$ cat src/rtl/alu.sv
// rtl/alu.sv - registered ALU with carry/borrow, zero and signed-overflow flags
module alu #(
   parameter int WIDTH = 4
) (
   input  logic             CLK,
   input  logic             RST,
   input  logic             EN,
   input  logic [WIDTH-1:0] A,
   input  logic [WIDTH-1:0] B,
   input  logic [2:0]       SEL,
   output logic [WIDTH-1:0] OUT,
   output logic             CARRY,
   output logic             ZERO,
   output logic             OVF
);

   typedef enum logic [2:0] {
      OP_ADD = 3'b000,
      OP_SUB = 3'b001,
      OP_AND = 3'b010,
      OP_OR  = 3'b011,
      OP_XOR = 3'b100,
      OP_NOT = 3'b101,
      OP_SHL = 3'b110,
      OP_SHR = 3'b111
   } op_e;

   // One extra bit on each arithmetic path captures carry-out / borrow.
   logic [WIDTH:0]   w_sum;
   logic [WIDTH:0]   w_diff;
   logic             w_add_ovf;
   logic             w_sub_ovf;

   logic [WIDTH-1:0] w_result;
   logic             w_carry;
   logic             w_ovf;
   logic             w_zero;

   logic [WIDTH-1:0] r_out;
   logic             r_carry;
   logic             r_zero;
   logic             r_ovf;

   // Arithmetic datapath shared by ADD and SUB decode arms.
   always_comb begin
      w_sum     = {1'b0, A} + {1'b0, B};
      w_diff    = {1'b0, A} - {1'b0, B};
      // Same operand signs but result sign flips -> signed overflow on add.
      w_add_ovf = (A[WIDTH-1] == B[WIDTH-1]) && (w_sum[WIDTH-1] != A[WIDTH-1]);
      // Differing operand signs and result sign differs from A -> overflow on subtract.
      w_sub_ovf = (A[WIDTH-1] != B[WIDTH-1]) && (w_diff[WIDTH-1] != A[WIDTH-1]);
   end

   // Operation decode: result, carry/borrow/shift-out and overflow.
   always_comb begin
      w_result = '0;
      w_carry  = 1'b0;
      w_ovf    = 1'b0;
      case (op_e'(SEL))
         OP_ADD: begin
            w_result = w_sum[WIDTH-1:0];
            w_carry  = w_sum[WIDTH];
            w_ovf    = w_add_ovf;
         end
         OP_SUB: begin
            w_result = w_diff[WIDTH-1:0];
            // The borrow out of the widened subtract is set exactly when A < B unsigned.
            w_carry  = w_diff[WIDTH];
            w_ovf    = w_sub_ovf;
         end
         OP_AND: w_result = A & B;
         OP_OR:  w_result = A | B;
         OP_XOR: w_result = A ^ B;
         OP_NOT: w_result = ~A;
         OP_SHL: begin
            w_result = {A[WIDTH-2:0], 1'b0};
            w_carry  = A[WIDTH-1];
         end
         OP_SHR: begin
            w_result = {1'b0, A[WIDTH-1:1]};
            w_carry  = A[0];
         end
         default: begin
            w_result = '0;
            w_carry  = 1'b0;
            w_ovf    = 1'b0;
         end
      endcase
      // Zero flag derives from the same value that is registered, so it is never stale.
      w_zero = (w_result == '0);
   end

   // Result register: reset wins over enable, otherwise hold when EN is low.
   always_ff @(posedge CLK) begin
      if (RST) begin
         r_out   <= '0;
         r_carry <= 1'b0;
         r_zero  <= 1'b1;
         r_ovf   <= 1'b0;
      end else if (EN) begin
         r_out   <= w_result;
         r_carry <= w_carry;
         r_zero  <= w_zero;
         r_ovf   <= w_ovf;
      end
   end

   assign OUT   = r_out;
   assign CARRY = r_carry;
   assign ZERO  = r_zero;
   assign OVF   = r_ovf;

endmodule

$ cat config.mk
export PLATFORM = sky130hd
export DESIGN_NAME = alu
export DESIGN_NICKNAME = d
export VERILOG_FILES = /design/src/rtl/alu.sv
export SDC_FILE = /design/constraint.sdc
export NUM_CORES = 1
export LEC_CHECK = 0
export CORE_MARGIN = 2
export CORE_UTILIZATION = 35
export DETAILED_ROUTE_END_ITERATION = 8
export SLEW_MARGIN = 5
export SYNTH_ARGS = -nofsm -noshare
export SYNTH_HDL_FRONTEND = slang
export SYNTH_SLANG_ARGS = --single-unit
$ cat constraint.sdc
create_clock -name CLK -period 7.4 [get_ports CLK]
set_input_delay 2.22 -clock CLK [delete_from_list [all_inputs] [get_ports CLK]]
set_output_delay 2.22 -clock CLK [all_outputs]
set_load 0.03 [all_outputs]
# == After elaboration in Yosys (flattened, before gate mapping) ==
# Index checks and enable logic that the tools add are counted.
# word_totals
wordCells,28
reg_bits,7
output_inout_bits,7
inputBits,14
# op_classes
bitwise,4
muxes,3
n_eq_ne,11
addsub,2
n_reduce_logical,4
# op_table
operator,count
4-bit case mux with 8 select lines,1
3-bit equality test (second input constant),4
3-bit by 2-bit equality test with 1-bit output (second input constant),2
4-bit by 4-bit adder with 5-bit output,1
4-bit by 4-bit subtractor with 5-bit output,1
4-bit AND,1
4-bit zero test,1
4-bit NOT,1
4-bit bitwise OR,1
1-bit case mux with 4 select lines,1
4-bit XOR,1
3-bit by 1-bit equality test with 1-bit output (second input constant),1
3-bit zero test,1
1-bit inequality test,3
1-bit logical AND,2
1-bit case mux with 2 select lines,1
1-bit equality test,1

# == Logic depth before layout (Yosys ltp) ==
# logic_depth
word_depth,4
depth_mapped,8
ltp_nobuf,8

# == Worst setup path after synthesis ==
# No wires, ideal clock.
# synth_path
path_kind,input port to flip-flop
startpoint,input A[0]
endpoint,"register r_zero, in the netlist ZERO"
setup_slack_ns,3.312
arrival_time_ns,3.972
path_stages,8
setup_ns,0.115
path_buffers,0
required_ns,7.285
cell_sequence,inv_1 ha_1 fa_1 mux2_4 a221o_1 a32oi_1 nor3_1 a31o_1
# synth_between
elab_chain_cells,3
word_cells_on_any_way,8
classes_between,add/sub: 2; mux: 1; bitwise: 4; reduce/logical: 1
# synth_lines
item,line_no,source
from (decl),8,"input logic [WIDTH-1:0] A,"
4-bit by 4-bit subtractor with 5-bit output (tied with other cells),47,"w_diff = {1'b0, A} - {1'b0, B};"
4-bit case mux with 8 select lines (*),59,case (op_e'(SEL))
4-bit zero test (*),90,w_zero = (w_result == '0);
to (signal assigned),103,r_zero <= w_zero;
to (decl),41,logic r_zero;
# Every way passes the cells marked *; elsewhere a longest branch is shown, timed or not.
# A chain may end at the register's enable or synchronous reset.

# == Final worst setup path ==
# Ends and elaborated chain as after synthesis.

==> results.tsv <==
stage	metric	value	unit
outcome	status	finished clean	
die	Starting Density	36.7	%
clock_tree	Worst-Skew Late Latency	0.25	ns
die	row count	18	
sta	RSZ-0062 raised after global routing	no	
sta	max-slew violations	0	
synthesis	Synth Area per Inst	7.84	sq um
sta	maximum clock rate	220	MHz
synthesis	Synth warnings	0	
layout	fin util	46.1	%
critical_path	Slowest cell on crit path	clkdlybuf4s50_1	
critical_path	nature of the critical path startpoint	input port	
sta	Clock Skew	0	ns
global_routing	vias in the first global route	815	
global_routing	first-pass GRT wire length	3570	um
route	DRC	0	
clock_tree	CTS clock-pin slew for the worst setup and hold paths	0.06	ns
die	CORE AREA	0.00248	sq mm
sta	Tcrit/Tclk final	61.4	%
synthesis	Mapped Cells	116	
layout	most frequent cells in the layout	clkdlybuf4s50_1, inv_1, ha_1	
global_routing	largest net degree at the start of global routing	21	
global_routing	GR Overflow Total	0	
clock_tree	clock tree buffer depth	2	
critical_path	critical path endpoint category	flop	
synthesis	synth unique cells	41	
route	routed len/inst	13.7	um
placement	port bufs	20	
synthesis	ys async rst share	0	%
clock_tree	CTS H-tree lvls	1	
pwr	Leakage	0.000487	uW
critical_path	WP data required	7.54	ns
critical_path	critical-path cell list	clkdlybuf4s50_1 > inv_1 > ha_1 > fa_1 > mux2_4 > a221o_1 > a32oi_1 > nor3_1 > a31o_1	
clock_tree	CTS tree	built	
hold_path	worst hold path type	reg -> reg	
pwr	power density cells	123	mW/mm^2
synthesis	ys flop type	dfxtp_1	
route	via/cell ratio	5.60	
global_routing	GRT Overall Usage	16.1	%
clock_tree	CTS Hold Bufs	0	
synthesis	synthesis-stage register bit count	7	
route	Final ANT Viol Nets	0	
clock_tree	# clock sinks	7	
route	DR iter-0 viols	22	
job	MaxCap Viol Count	0	
die	Die ar.	0.00302	sq mm
layout	# diodes	0	
pwr	maximum vdd ir drop	0.0845	mV
die	chip height	55.0	um
layout	Final nets	162	
critical_path	CP Class	in -> reg	
clock_tree	Num CTS Buffers	3	
route	routed via count	913	
critical_path	CP Data Arrival Time	4.68	ns
route	TritonRoute pass-1 iters	4	
clock_tree	root buffer cell	clkbuf_4	
placement	Routability Congestion	0.833	
synthesis	number of synthesized flops with an enable pin	0	
synthesis	Post-Synthesis Cell Area	910	sq um
sta	Slew @ Worst Pin	0.698	ns
layout	Area Overhead vs Synth	25.4	%
synthesis	Syn Nets	144	
critical_path	Slowest Stage Delay on Critical Path	0.56	ns
clock_tree	# Post-CTS Setup Buffers	0	
placement	DPL Wire Length	1770	um
die	I/O pins	21	
sta	final hold vios	0	
die	die width	55.0	um
global_routing	initial antenna violation count	0	
sta	Final Critical Period	4.54	ns
synthesis	post-synthesis sequential area ratio	15.4	%
sta	Worst slew margin	53.3	%
layout	commonest non-fill, non-tap cell in the layout	clkdlybuf4s50_1	
critical_path	critical path peak fanout	5	
sta	final number of setup-violating endpoints	0	
clock_tree	post-CTS sizing	0	
sta	setup TNS	0	ns
route	routed wire length	2240	um
layout	layout cells sized above 1	5.26	%
-- power breakdown --
group,internal [uW],switching (uW)
clock network,20.6,14.2
registers,40.6,1.33
logic,28.8,35.0
-- registers in the layout, summed over array words and instances (netlist names) --
| name | cells |
|---|---|
| CARRY | 1 |
| OUT | 4 |
| ZERO | 1 |
| OVF | 1 |
-- cell families (layout without fill, tap and decap cells) --
kind of cell | Yosys count | after routing | share of synthesized area [%]
and+or+nand+nor | 36 | 36 | 18.7
AOI/OAI and AO/OA | 34 | 34 | 28.7
xor gates and xnor gates | 1 | 1 | 0.963
adders and majority gates | 14 | 14 | 20.9
buffers and inverters | 20 | 37 | 8.94
muxes | 4 | 4 | 6.33
DFF | 7 | 7 | 15.4
-- area by class of cell --
| class | instances | area, sq um |
|---|---|---|
| clock buffers | 4 | 26.3 |
| fillers | 255 | 1340 |
| inverters | 13 | 48.8 |
| multi-input cells | 89 | 688 |
| flip-flops and latches | 7 | 140 |
| well taps | 30 | 37.5 |
| repair buffers | 20 | 200 |
-- per-stage QoR --
stage	instance area (sq um)	total power [uW]	worst slack (ns)	std cells	hold WS (ns)
global route	1140	151	2.76	163	0.484
global placement	1110	106	2.67	159	0.443
detailed placement	1110	106	2.60	159	0.453
floorplan	910	84.2	3.31	116	0.576
CTS	1140	142	2.86	163	0.461
finish	1140	141	2.86	163	0.455
-- synth_stat cells, types with 3 or more instances --
master / n / share of area, %
nor2_1: 10 / 4.1
or3_1: 3 / 2.1
dfxtp_1: 7 / 15
inv_1: 12 / 5.0
ha_1: 12 / 17
buf_2: 5 / 2.8
nand2_1: 8 / 3.3
nor3_1: 7 / 3.9
o21ai_0: 3 / 1.7
a21oi_1: 6 / 3.3
-- final timing paths --
kind	startpoint	endpoint	slack, ns	cells after the start
max	A[0]	ZERO	2.86	9
min	OUT[3]	OUT[3]	0.46	2
max reg2reg	ZERO	ZERO	6.65	2
min reg2reg	OUT[3]	OUT[3]	0.46	2
-- routing by layer --
metal | routed length (um) | vias to the layer above | GRT usage, %
met5 | 0 | - | 0
met4 | 0 | 0 | 4.88
met3 | 127 | 0 | 0.806
met2 | 1080 | 37 | 28.8
met1 | 1030 | 417 | 20.8
li1 | - | 459 | -
-- critical path: cells and delay by family --
family / cells / cell delay, ns
muxes: 1 / 0.27
and+or+nand+nor: 1 / 0.09
AOI/OAI and AO/OA: 3 / 0.79
adders and majority gates: 2 / 0.67
buffers and inverters: 2 / 0.65
(Power assumes the default switching activity.)
